### src/rtl/multicycle_ctrl_pkg.sv
// Shared definitions for the LEGv8 multicycle sequencer: state encodings,
// opcode match patterns, ALUOp constants and fault codes.
package multicycle_ctrl_pkg;

    typedef enum logic [3:0] {
        ST_IDLE   = 4'd0,
        ST_FETCH  = 4'd1,
        ST_DECODE = 4'd2,
        ST_EXEC_R = 4'd3,
        ST_WB_R   = 4'd4,
        ST_ADDR   = 4'd5,
        ST_MEM_RD = 4'd6,
        ST_WB_LD  = 4'd7,
        ST_MEM_WR = 4'd8,
        ST_BRANCH = 4'd9,
        ST_HALT   = 4'd10
    } state_t;

    localparam logic [1:0] ALUOP_ADD   = 2'b00;
    localparam logic [1:0] ALUOP_PASSB = 2'b01;
    localparam logic [1:0] ALUOP_FUNCT = 2'b10;

    localparam logic [1:0] FAULT_NONE    = 2'b00;
    localparam logic [1:0] FAULT_ILLEGAL = 2'b01;
    localparam logic [1:0] FAULT_TIMEOUT = 2'b10;

    // Opcode patterns as mask/value pairs; a mask bit of 0 is a don't-care.
    localparam logic [10:0] R_MASK    = 11'b10011110111;
    localparam logic [10:0] R_BITS    = 11'b10001010000;
    localparam logic [10:0] MEM_MASK  = 11'b11111111111;
    localparam logic [10:0] LDUR_BITS = 11'b11111000010;
    localparam logic [10:0] STUR_BITS = 11'b11111000000;
    localparam logic [10:0] CBZ_MASK  = 11'b11111111000;
    localparam logic [10:0] CBZ_BITS  = 11'b10110100000;

    function automatic logic op_match(input logic [10:0] op,
                                      input logic [10:0] mask,
                                      input logic [10:0] bits);
        return (op & mask) == bits;
    endfunction

    function automatic logic is_mem_state(input state_t s);
        return s inside {ST_FETCH, ST_MEM_RD, ST_MEM_WR};
    endfunction

endpackage

### src/rtl/multicycle_ctrl_if.sv
// Shared instruction/data memory port between the sequencer and the memory.
interface multicycle_ctrl_if;

    logic mem_req;
    logic mem_we;
    logic i_or_d;
    logic mem_ready;

    modport master (
        output mem_req,
        output mem_we,
        output i_or_d,
        input  mem_ready
    );

    modport slave (
        input  mem_req,
        input  mem_we,
        input  i_or_d,
        output mem_ready
    );

endinterface

### src/rtl/multicycle_ctrl_opcode_class.sv
// Combinational opcode classifier; same patterns as the single-cycle decoder.
module multicycle_ctrl_opcode_class
    import multicycle_ctrl_pkg::*;
(
    input  logic [10:0] opcode,
    output logic        is_r,
    output logic        is_ld,
    output logic        is_st,
    output logic        is_cbz
);

    assign is_r   = op_match(opcode, R_MASK,   R_BITS);
    assign is_ld  = op_match(opcode, MEM_MASK, LDUR_BITS);
    assign is_st  = op_match(opcode, MEM_MASK, STUR_BITS);
    assign is_cbz = op_match(opcode, CBZ_MASK, CBZ_BITS);

endmodule

### src/rtl/multicycle_ctrl.sv
// LEGv8 multicycle sequencer: walks each instruction through its phases over a
// shared memory port, counts retired instructions and halts on faults.
module multicycle_ctrl
    import multicycle_ctrl_pkg::*;
#(
    parameter int TIMEOUT = 64,
    parameter int CNT_W   = 32
) (
    input  logic               clk,
    input  logic               rst,
    input  logic               run,
    input  logic [10:0]        opcode,
    input  logic               zero,
    multicycle_ctrl_if.master  mem,
    output logic               ir_write,
    output logic               pc_write,
    output logic               pc_src,
    output logic               reg2loc,
    output logic               alu_src,
    output logic               mem_to_reg,
    output logic               reg_write,
    output logic [1:0]         alu_op,
    output logic               busy,
    output logic [1:0]         fault,
    output logic [CNT_W-1:0]   retired
);

    localparam int            TW      = $clog2(TIMEOUT);
    localparam logic [TW-1:0] TO_LAST = TW'(TIMEOUT - 1);

    state_t        state;
    state_t        state_next;
    logic [TW-1:0] to_cnt;
    logic          to_expired;
    logic          retire;
    logic [1:0]    fault_set;
    logic          is_r;
    logic          is_ld;
    logic          is_st;
    logic          is_cbz;

    multicycle_ctrl_opcode_class u_class (
        .opcode (opcode),
        .is_r   (is_r),
        .is_ld  (is_ld),
        .is_st  (is_st),
        .is_cbz (is_cbz)
    );

    // A ready on the final allowed wait cycle still wins over the timeout.
    assign to_expired = !mem.mem_ready && (to_cnt == TO_LAST);
    assign busy       = (state != ST_IDLE) && (state != ST_HALT);

    always_ff @(posedge clk) begin
        if (rst) begin
            state <= ST_IDLE;
        end else begin
            state <= state_next;
        end
    end

    always_ff @(posedge clk) begin
        if (rst) begin
            to_cnt  <= '0;
            retired <= '0;
            fault   <= FAULT_NONE;
        end else begin
            if (state_next != state) begin
                to_cnt <= '0;
            end else if (is_mem_state(state)) begin
                to_cnt <= to_cnt + 1'b1;
            end
            if (retire) begin
                retired <= retired + 1'b1;
            end
            if (fault_set != FAULT_NONE) begin
                fault <= fault_set;
            end
        end
    end

    // FETCH qualifies ir_write/pc_write with mem_ready because the IR can only
    // be loaded in the cycle the read data is actually present.
    always_comb begin
        state_next  = state;
        retire      = 1'b0;
        fault_set   = FAULT_NONE;
        mem.mem_req = 1'b0;
        mem.mem_we  = 1'b0;
        mem.i_or_d  = 1'b0;
        ir_write    = 1'b0;
        pc_write    = 1'b0;
        pc_src      = 1'b0;
        reg2loc     = 1'b0;
        alu_src     = 1'b0;
        mem_to_reg  = 1'b0;
        reg_write   = 1'b0;
        alu_op      = ALUOP_ADD;

        unique case (state)
            ST_IDLE: begin
                if (run) begin
                    state_next = ST_FETCH;
                end
            end
            ST_FETCH: begin
                mem.mem_req = 1'b1;
                if (mem.mem_ready) begin
                    ir_write   = 1'b1;
                    pc_write   = 1'b1;
                    state_next = ST_DECODE;
                end else if (to_expired) begin
                    fault_set  = FAULT_TIMEOUT;
                    state_next = ST_HALT;
                end
            end
            ST_DECODE: begin
                if (is_r) begin
                    state_next = ST_EXEC_R;
                end else if (is_ld || is_st) begin
                    state_next = ST_ADDR;
                end else if (is_cbz) begin
                    state_next = ST_BRANCH;
                end else begin
                    fault_set  = FAULT_ILLEGAL;
                    state_next = ST_HALT;
                end
            end
            ST_EXEC_R: begin
                alu_op     = ALUOP_FUNCT;
                state_next = ST_WB_R;
            end
            ST_WB_R: begin
                reg_write  = 1'b1;
                retire     = 1'b1;
                state_next = run ? ST_FETCH : ST_IDLE;
            end
            ST_ADDR: begin
                alu_src    = 1'b1;
                reg2loc    = is_st;
                state_next = is_st ? ST_MEM_WR : ST_MEM_RD;
            end
            ST_MEM_RD: begin
                mem.mem_req = 1'b1;
                mem.i_or_d  = 1'b1;
                if (mem.mem_ready) begin
                    state_next = ST_WB_LD;
                end else if (to_expired) begin
                    fault_set  = FAULT_TIMEOUT;
                    state_next = ST_HALT;
                end
            end
            ST_WB_LD: begin
                reg_write  = 1'b1;
                mem_to_reg = 1'b1;
                retire     = 1'b1;
                state_next = run ? ST_FETCH : ST_IDLE;
            end
            ST_MEM_WR: begin
                mem.mem_req = 1'b1;
                mem.mem_we  = 1'b1;
                mem.i_or_d  = 1'b1;
                reg2loc     = 1'b1;
                if (mem.mem_ready) begin
                    retire     = 1'b1;
                    state_next = run ? ST_FETCH : ST_IDLE;
                end else if (to_expired) begin
                    fault_set  = FAULT_TIMEOUT;
                    state_next = ST_HALT;
                end
            end
            ST_BRANCH: begin
                reg2loc    = 1'b1;
                alu_op     = ALUOP_PASSB;
                pc_src     = 1'b1;
                pc_write   = zero;
                retire     = 1'b1;
                state_next = run ? ST_FETCH : ST_IDLE;
            end
            ST_HALT: begin
                state_next = ST_HALT;
            end
            default: begin
                state_next = ST_IDLE;
            end
        endcase
    end

endmodule

### src/flat_wrapper.sv
// flat-port wrapper written by rule: the top's interface ports become plain ports
module multicycle_ctrl_flat import multicycle_ctrl_pkg::*;
#(
    parameter int TIMEOUT = 64,
    parameter int CNT_W   = 32
)
  (clk, rst, run, opcode, zero, ir_write, pc_write, pc_src, reg2loc, alu_src, mem_to_reg, reg_write, alu_op, busy, fault, retired, mem_mem_req, mem_mem_we, mem_i_or_d, mem_mem_ready);
  multicycle_ctrl_if mem_i ();
  input  logic clk;
  input  logic rst;
  input  logic run;
  input  logic [10:0] opcode;
  input  logic zero;
  output logic ir_write;
  output logic pc_write;
  output logic pc_src;
  output logic reg2loc;
  output logic alu_src;
  output logic mem_to_reg;
  output logic reg_write;
  output logic [1:0] alu_op;
  output logic busy;
  output logic [1:0] fault;
  output logic [CNT_W-1:0] retired;
  output wire logic [$bits(mem_i.mem_req)-1:0] mem_mem_req;
  output wire logic [$bits(mem_i.mem_we)-1:0] mem_mem_we;
  output wire logic [$bits(mem_i.i_or_d)-1:0] mem_i_or_d;
  input wire logic [$bits(mem_i.mem_ready)-1:0] mem_mem_ready;
  assign mem_mem_req = mem_i.mem_req;
  assign mem_mem_we = mem_i.mem_we;
  assign mem_i_or_d = mem_i.i_or_d;
  assign mem_i.mem_ready = mem_mem_ready;
  multicycle_ctrl #(.TIMEOUT(TIMEOUT), .CNT_W(CNT_W)) u_core (.clk(clk), .rst(rst), .run(run), .opcode(opcode), .zero(zero), .mem(mem_i), .ir_write(ir_write), .pc_write(pc_write), .pc_src(pc_src), .reg2loc(reg2loc), .alu_src(alu_src), .mem_to_reg(mem_to_reg), .reg_write(reg_write), .alu_op(alu_op), .busy(busy), .fault(fault), .retired(retired));
endmodule
### config.mk
export PLATFORM = sky130hd
export DESIGN_NAME = multicycle_ctrl_flat
export DESIGN_NICKNAME = d
export VERILOG_FILES = /design/src/rtl/multicycle_ctrl_pkg.sv /design/src/rtl/multicycle_ctrl_if.sv /design/src/rtl/multicycle_ctrl_opcode_class.sv /design/src/rtl/multicycle_ctrl.sv /design/src/flat_wrapper.sv
export SDC_FILE = /design/constraint.sdc
export NUM_CORES = 1
export LEC_CHECK = 0
export BUFFER_PORTS_ARGS = -buffer_cell sky130_fd_sc_hd__buf_2
export CAP_MARGIN = 20
export CORE_MARGIN = 4
export CORE_UTILIZATION = 57
export DETAILED_ROUTE_END_ITERATION = 10
export PLACE_DENSITY = 0.93
export SKIP_CTS_REPAIR_TIMING = 1
export SYNTH_ARGS = -nofsm -noshare
export SYNTH_HDL_FRONTEND = slang
export SYNTH_SLANG_ARGS = --single-unit
### constraint.sdc
create_clock -name clk -period 4.65 [get_ports clk]
set_input_delay 0.465 -clock clk [delete_from_list [all_inputs] [get_ports clk]]
set_output_delay 0.465 -clock clk [all_outputs]
set_load 0.1 [all_outputs]
* After elaboration in Yosys (flattened, before gate mapping) *
Cells that the tools add are included.

storage, ports and cells
  flip-flop bits (word level) = 44
  input bits = 16
  output and inout bits = 47

cells by class
  add/subtract/negate cells = 2
  equality and inequality tests = 17
  multiplexer cells = 30
  reduce and logical (&&, ||, !) cells = 14

operators by type and width
  kind                                                  number
  one-hot mux 4 bit (9 select lines)                    1
  adder 32 x 1 -> 32 bit (second input constant)        1
  2-to-1 mux 4 bit                                      8
  equality test 11 bit (second input constant)          2
  equality test 4 x 3 -> 1 bit (second input constant)  4
  equality test 8 bit (second input constant)           2
  equality test 4 bit (second input constant)           3
  2-to-1 mux 1 bit                                      11
  2-to-1 mux 2 bit                                      5
  equality test 4 x 2 -> 1 bit (second input constant)  2
  one-hot mux 2 bit (2 select lines)                    2
  OR reduction 2 bit                                    4
  adder 6 x 1 -> 6 bit (second input constant)          1
  equality test 6 bit (second input constant)           1
  one-hot mux 1 bit (2 select lines)                    3
  OR reduction 3 bit                                    2
  equality test 4 x 1 -> 1 bit (second input constant)  1
  logical NOT 4 bit                                     1
  != test 4 bit                                         1
  != test 4 bit (second input constant)                 1
  nonzero test 4 bit                                    1
  nonzero test 3 bit                                    1
  logical AND 1 bit                                     2
  nonzero test 2 bit                                    1
  other kinds (2)                                       2

* Depth between registers and ports, before layout *
Gate-level depths: netlist of the first run.

  depth in word-level cells = 7
  depth in mapped cells = 9
  gate-level depth less buffers = 7

* Hierarchy *
A second synthesis of the first run with hierarchy kept.

second synthesis, totals
  cell total of the unflattened synthesis = 305
  area total of the unflattened synthesis = 2541.2 um2

modules (own cells, without submodules)
  module                        instances  cells an instance  area each (um2)  sequential area each (um2)
  multicycle_ctrl               1          293                2442.3           880.8
  multicycle_ctrl_opcode_class  1          12                 98.8             0.0

* Worst setup path after synthesis of the first run *
No wires, ideal clock.

  path type = flip-flop to output port
  start = reg u_core.state[0]
  end = out pc_write
  arrival time = 4.326 ns
  data required time = 4.185 ns
  slack = -0.141 ns
  cell stages (with the launch flop) = 5
  path buffers = 1
  cell sequence = dfxtp_1 -> buf_2 -> nand2b_1 -> nor4_1 -> a21o_1

on the way
  cells in the longest elaborated chain, start to end = 2
  elaborated cells between the ends (all ways) = 3
  those cells by class = eq/ne (2); mux (1)

RTL lines
  element                                                                     RTL line                source
  start: declaration                                                          multicycle_ctrl.sv:31   state_t state;
  start signal: assignment                                                    multicycle_ctrl.sv:58   state <= state_next;
  equality test 4 bit / equality test 4 x 1 -> 1 bit (equally long branches)  multicycle_ctrl.sv:100  unique case (state)
  one-hot mux 1 bit (2 select lines) *                                        multicycle_ctrl.sv:100
  end: declaration                                                            flat_wrapper.sv:15      output logic pc_write;

Mark *: on every way between the ends. The rest lies on a longest branch, timed or not.

* Worst setup path after layout of the first run *
  start = reg u_core.state[3]
  end = reg u_core.retired[14]

on the way
  cells in the longest elaborated chain, start to end = 3
  elaborated cells between the ends (all ways) = 6
  those cells by class = eq/ne (4); mux (1); reduce/logical (1)

RTL lines
  element                                                                     RTL line                source
  equality test 4 x 3 -> 1 bit / equality test 4 bit (equally long branches)  multicycle_ctrl.sv:100
  OR reduction 3 bit (no line)                                                n/a
  one-hot mux 1 bit (2 select lines) *                                        multicycle_ctrl.sv:100
  end signal: assignment                                                      multicycle_ctrl.sv:74   retired <= retired + 1'b1;
  end: declaration                                                            multicycle_ctrl.sv:25   output logic [CNT_W-1:0] retired

Marks and branches as above.
A chain may end at the register's enable or synchronous reset.

==> results of run 1 <==
-- synth_stat cells (4+ instances only) --
master and n:
a21oi_1 23, clkbuf_1 9, nor2_1 38, or4_1 5
nand2_1 16, nand3_1 6, xor2_1 21, or3_1 12
and3_1 7, buf_2 4, o21ai_0 16, dfxtp_1 44
nand4_1 15, o31ai_1 7, inv_1 10, nor3_1 11
-- routing by layer --
layer	wire (um)	vias up	track usage
met5	0	-	0
met4	131	0	0.08197
met3	486	19	0.05609
met2	2812	114	0.3913
met1	2533	1102	0.2839
li1	-	1195	-
-- layout by cell type (no fill, tap or decap), types with 2 or more instances in the layout --
master and instances:
o31ai_1 7, and4_1 3, o21ai_0 16, and3_2 2
mux2i_1 2, nor3b_1 2, nor3_1 11, a21o_1 2
xor2_1 21, or3_1 12, xnor2_1 3, buf_2 62
and3_1 7, or4_1 5, nand4_1 15, a21oi_1 23
nor3b_2 2, clkbuf_8 5, inv_1 10, nand2b_1 3
nor2_1 38, and2_1 2, nand2_1 16, a211oi_1 2
dfxtp_1 44, nor2b_1 2, nand3_1 6, ha_1 2
nor4_1 2, o211ai_1 3, o2111ai_1 2
-- state kept, by name, indices dropped and copies added, names as in the netlist --
name / cells
u_core.fault: 2
u_core.to_cnt: 6
u_core.retired: 32
u_core.state: 4
-- report_power, final --
part	internal [mW]	switching [mW]	leakage [nW]
sequential	0.380	0.0110	0.355
combinational	0.0322	0.102	0.785
clock	0.154	0.124	0.0501
total	0.567	0.237	1.19
-- path summary, 6_finish.rpt --
| kind | startpoint | endpoint | depth (start not counted) |
|---|---|---|---|
| min reg2reg | u_core.fault[0]$_SDFFE_PP0P_ | u_core.fault[0]$_SDFFE_PP0P_ | 2 |
| max reg2reg | u_core.state[3]$_SDFF_PP0_ | u_core.retired[14]$_SDFFE_PP0P_ | 6 |
| max | u_core.state[3]$_SDFF_PP0_ | u_core.retired[14]$_SDFFE_PP0P_ | 6 |
| min | u_core.fault[0]$_SDFFE_PP0P_ | u_core.fault[0]$_SDFFE_PP0P_ | 2 |
-- final cells by class --
type | instances | area, um2
Timing Repair Buffer | 63 | 315.3
Multi-Input combinational cell | 230 | 1440
Tap cell | 50 | 62.56
Clock inverter | 1 | 30.03
Clock buffer | 5 | 68.82
Fill cell | 320 | 1222
Inverter | 10 | 37.54
Sequential cell | 44 | 880.8
-- cells by family after synthesis --
| family | after synthesis | synth area share |
|---|---|---|
| xor+xnor | 24 | 0.08656 |
| buf+inv | 25 | 0.04688 |
| simple gates | 139 | 0.3251 |
| fa+ha+maj | 2 | 0.01030 |
| mux | 2 | 0.008244 |
| flops | 44 | 0.3627 |
| compound gates | 63 | 0.1602 |
-- worst max-delay path: cells and delay by family, from the launching register on --
family,cells,cell delay [ns]
compound gates,3,0.99
flops,1,0.67
simple gates,3,1.08
==> summary.txt, run 1 <==
Synth
  • Synth warn: 0
  • Cells after synthesis: 299
  • Synth area leaders: dfxtp_1 (36%), xor2_1 (7.6%), nor2_1 (5.9%), a21oi_1 (4.7%), nand4_1 (3.9%)
  • Ys async rst share: 0
  • Synthesis-stage register bit count: 44
  • Synth Cell Area: 0.002429 mm2
  • Seq/Total Area, Yosys: 0.3627
  • Top cell type's share of synthesized area: 0.3627
  • Area leader, netlist: dfxtp_1
  • Synthesized net count: 317
  • Yosys cell types: 50
  • Mapped Avg Cell Area: 8.122 um2
  • Top_reg_cell synth: dfxtp_1
  • EDFF count, synth: 0

Clocking
  • Max clock buf depth: 2
  • CTS tree: yes
  • Worst-Skew Late Latency: 0.29 ns
  • Clock Tree Root: clkbuf_8
  • Reg clk slew, reported paths: 0.08 ns
  • H-tree depth: 2
  • CTS Buf Count: 5
  • Clock Sinks: 44

Die
  • Die area: 0.005369 mm2
  • Area of the core: 0.004058 mm2
  • Standard-cell rows: 23
  • Ports: 63
  • Starting Density: 0.5985
  • Die height: 73.28 um
  • Die Width: 73.28 um

Status
  • Status: complete, no violations

Global route
  • Vias in the first global route: 2283
  • Global Route Usage Sum: 0.2310
  • Antenna violations before repair: 0
  • Largest net degree at the start of global routing: 40
  • GR Overflow Total: 0
  • First-pass GRT wire length: 9853 um

Placement
  • Placer Congestion: 0.8735
  • Placed cells: 396
  • Dpl ws: 1.902 ns
  • Post-DP Area: 0.002731 mm2
  • Post-detail-place hpwl: 4220 um
  • Port bufs: 62

Power and ir drop
  • Total power draw: 0.8041 mW
  • Worst IR Drop VDD: 0.2268 mV
  • Pleak: 1.190 nW
  • Pwr dens: 283.6 mW/mm2

Final layout
  • Design Area, Final: 0.002835 mm2
  • Final Non-Filler Cells: 403
  • Share of cells above drive strength 1: 0.2295
  • Area delta synth->final: 16.74%
  • Final net count: 372
  • Final Util: 0.6987
  • N_diodes: 0

Setup path
  • Reg-to-reg slack, setup: 1.82 ns
  • WP data required: 4.86 ns
  • Worst-path cell chain: nand2b_1, o22ai_1, a21o_1, nand4_1, or3_1, a21oi_1
  • Critical Path Fanout Max: 20
  • CP endpoint kind: flip-flop
  • CP max stage delay: 0.67 ns
  • Crit Path Category: flip-flop to flip-flop
  • Critical Path Source Type: flip-flop
  • Slowest-stage cell, CP: dfxtp_1
  • Arrival time of the worst setup path: 3.04 ns

Route
  • Wire length per cell: 14.80 um
  • Antenna-violating nets left: 0
  • 1st-iter DRT viols: 292
  • Via density: 6.030
  • Post-Route WL: 5963 um
  • Detailed-router iteration count before antenna repair: 5
  • Drc violations: 0
  • Via count: 2430

Timing
  • Final hold viol count: 0
  • Tmin final: 2.833 ns
  • Fmax: 352.9 MHz
  • Fin Hold WS: 0.4775 ns
  • Setup Skew: 0.008061 ns
  • Final worst-path setup slack: 1.817 ns
  • TNS Setup: 0 ns
  • Tightest Pin Transition: 0.7440 ns
  • Final period utilization: 0.6093
  • Pins over their slew limit: 0
  • Final setup viols: 0
  • Rel. slew slack: 0.5040
  • RSZ-0062 raised after global routing: false

Job
  • Max Cap Violations: 0

Worst hold path
  • Hold WC Path Type: flip-flop to flip-flop
Note: power is estimated with default switching activity, not from simulation.
==> inputs of run 2 (changes only) <==
--- a/config.mk
+++ b/config.mk
@@ -8,9 +8,9 @@
 export BUFFER_PORTS_ARGS = -buffer_cell sky130_fd_sc_hd__buf_2
 export CAP_MARGIN = 20
 export CORE_MARGIN = 4
-export CORE_UTILIZATION = 57
+export CORE_UTILIZATION = 48
 export DETAILED_ROUTE_END_ITERATION = 10
-export PLACE_DENSITY = 0.93
+export PLACE_DENSITY = 0.84
 export SKIP_CTS_REPAIR_TIMING = 1
 export SYNTH_ARGS = -nofsm -noshare
 export SYNTH_HDL_FRONTEND = slang
==> constraint.sdc (replaced) <==
create_clock -name clk -period 2.35 [get_ports clk]
set_input_delay 0.235 -clock clk [delete_from_list [all_inputs] [get_ports clk]]
set_output_delay 0.235 -clock clk [all_outputs]
set_load 0.1 [all_outputs]
==> summary.txt, run 2 (synthesis results as in run 1) <==
Worst hold path
  • Hold EP: u_core.state[0]$_SDFF_PP0_ (was u_core.fault[0]$_SDFFE_PP0P_)
  • Hold WC Path Type: input port to flip-flop (was flip-flop to flip-flop)
  • Depth of the worst hold-timing path: 3 (was 2)
  • Hold Startpoint: run (was u_core.fault[0]$_SDFFE_PP0P_)

Final layout
  • Share of cells above drive strength 1: 0.3333 (was 0.2295)
  • Commonest non-fill, non-tap cell in the layout: buf_2 (unchanged)
  • Area delta synth->final: 26.07% (was 16.74%)
  • Design Area, Final: 0.003062 mm2 (was 0.002835 mm2)
  • Max reg flops: 32 (unchanged)
  • N_diodes: 0 (unchanged)
  • Top reg by flops: u_core.retired (unchanged)
  • Most frequent cells in the layout: buf_2 (59), nor2_1 (34), dfxtp_1 (26) (was buf_2 (62), dfxtp_1 (44), nor2_1 (38))
  • Top Registers: u_core.retired x32, u_core.to_cnt x6, u_core.state x4 (unchanged)
  • Final net count: 383 (was 372)
  • Final Non-Filler Cells: 433 (was 403)

Timing
  • Pins over their slew limit: 0 (unchanged)
  • Final worst-path setup slack: 0.1300 ns (was 1.817 ns)
  • RSZ-0062 raised after global routing: false (unchanged)
  • Fmax: 450.5 MHz
  • Setup Skew: 0.01053 ns (was 0.008061 ns)
  • Final hold viol count: 0 (unchanged)
  • Fin Hold WS: 0.2598 ns (was 0.4775 ns)
  • Final setup viols: 0 (unchanged)
  • Final period utilization: 0.9447
  • Tightest Pin Transition: 0.7328 ns (was 0.7440 ns)
  • Rel. slew slack: 0.5115 (was 0.5040)
  • Tmin final: 2.220 ns

Status
  • Status: complete, no violations (unchanged)

Die
  • Starting Density: 0.5042 (was 0.5985)
  • Area of the core: 0.004817 mm2 (was 0.004058 mm2)
  • Standard-cell rows: 25 (was 23)
  • Die area: 0.006262 mm2 (was 0.005369 mm2)
  • Die Width: 79.13 um (was 73.28 um)
  • Die height: 79.13 um (was 73.28 um)
  • Ports: 63 (unchanged)

Global route
  • First-pass GRT wire length: 10880 um (was 9853 um)
  • Antenna violations before repair: 0 (unchanged)
  • Global Route Usage Sum: 0.2125 (was 0.2310)
  • Largest net degree at the start of global routing: 40 (unchanged)
  • GR Overflow Total: 0 (unchanged)
  • Vias in the first global route: 2409 (was 2283)

Clocking
  • Clock Tree Root: clkbuf_8 (unchanged)
  • Clock Sinks: 44 (unchanged)
  • Worst-Skew Late Latency: 0.30 ns (was 0.29 ns)
  • Max clock buf depth: 2 (unchanged)
  • H-tree depth: 2 (unchanged)
  • CTS tree: yes (unchanged)
  • CTS Buf Count: 5 (unchanged)
  • Reg clk slew, reported paths: 0.09 ns (was 0.08 ns)

Setup path
  • Reg-to-reg slack, setup: 0.19 ns (was 1.82 ns)
  • Crit Path Category: flip-flop to output pin (was flip-flop to flip-flop)
  • Reg2reg end: u_core.retired[12]$_SDFFE_PP0P_ (was u_core.retired[14]$_SDFFE_PP0P_)
  • CP endpoint kind: output pin (was flip-flop)
  • Arrival time of the worst setup path: 1.99 ns (was 3.04 ns)
  • Critical Path Fanout Max: 8 (was 20)
  • WP data required: 2.12 ns (was 4.86 ns)
  • Reg2reg path depth: 6 (unchanged)
  • Critical Path Source Type: flip-flop (unchanged)
  • Reg2reg start: u_core.state[1]$_SDFF_PP0_ (was u_core.state[3]$_SDFF_PP0_)

Power and ir drop
  • Pleak: 1.250 nW (was 1.190 nW)
  • Worst IR Drop VDD: 0.4765 mV (was 0.2268 mV)
  • Total power draw: 1.561 mW (was 0.8041 mW)
  • Pwr dens: 509.9 mW/mm2 (was 283.6 mW/mm2)

Route
  • Via count: 2475 (was 2430)
  • Drc violations: 0 (unchanged)
  • 1st-iter DRT viols: 211 (was 292)
  • Detailed-router iteration count before antenna repair: 6 (was 5)
  • Wire length per cell: 14.67 um (was 14.80 um)
  • Via density: 5.716 (was 6.030)
  • Antenna-violating nets left: 0 (unchanged)
  • Post-Route WL: 6350 um (was 5963 um)

Placement
  • Post-DP Area: 0.002958 mm2 (was 0.002731 mm2)
  • Placer Congestion: 0.9407 (was 0.8735)
  • Placed cells: 425 (was 396)
  • Dpl ws: 0.1580 ns (was 1.902 ns)
  • Port bufs: 62 (unchanged)
  • Post-detail-place hpwl: 4677 um (was 4220 um)

Job
  • Max Cap Violations: 0 (unchanged)
==> run 2: cell count changes in the layout (fill, tap and decap cells not counted), sizes merged <==
cell,change
inv,-1
clkinv,+1
clkinvlp,+3
bufinv,-1
buf,+11
==> run 2: routing by layer <==
layer / routed length, um / vias up / GRT usage
met4: 110 / 0 / 0.06014
met3: 402 / 18 / 0.04195
met1: 2734 / 1135 / 0.2651
li1: - / 1223 / -
met5: 0 / - / 0
met2: 3102 / 99 / 0.3704
==> run 2: worst max-delay path, stage by stage (launching register included) <==
cell and delay [ns]:
dfxtp_2 0.42, nand2b_1 0.18, buf_4 0.20, or4_1 0.48, a21oi_2 0.20, buf_12 0.19
==> run 2: report_power, final <==
| group | internal, mW | leakage, nW | switching, mW |
|---|---|---|---|
| Sequential | 0.751 | 0.365 | 0.0154 |
| Clock | 0.205 | 0.0378 | 0.270 |
| Combinational | 0.0940 | 0.847 | 0.226 |
| Total | 1.05 | 1.25 | 0.511 |
==> run 2: per-stage QoR <==
step           TNS [ns]  utilization
6_report              0       0.6356
5_1_grt               0       0.6356
4_1_cts               0       0.6322
3_5_place_dp          0       0.6140
3_3_place_gp          0       0.6140
2_1_floorplan   -0.5263            -
==> run 2: worst max-delay path by stage <==
stage / startpoint / end / slack [ns] / depth (start not counted)
after global placement: u_core.retired[4]$_SDFFE_PP0P_ / u_core.retired[29]$_SDFFE_PP0P_ / 0.22 / 6
after CTS: u_core.state[2]$_SDFF_PP0_ / reg2loc / 0.005 / 5
final: u_core.state[2]$_SDFF_PP0_ / reg2loc / 0.13 / 5
after global routing: u_core.state[1]$_SDFF_PP0_ / mem_mem_req / 0.02 / 6
after detailed placement: u_core.retired[4]$_SDFFE_PP0P_ / u_core.retired[29]$_SDFFE_PP0P_ / 0.16 / 6
after floorplan: u_core.state[0]$_SDFF_PP0_ / pc_write / -0.39 / 4
==> run 2: area by class of cell <==
type                    count  area [um2]
repair buffers             74       432.9
flip-flops and latches     44       910.9
clock buffers               5       68.82
clock inverters             3       18.77
inverters                  10       41.29
fillers                   453        1755
multi-input cells         230        1505
well taps                  67       83.83
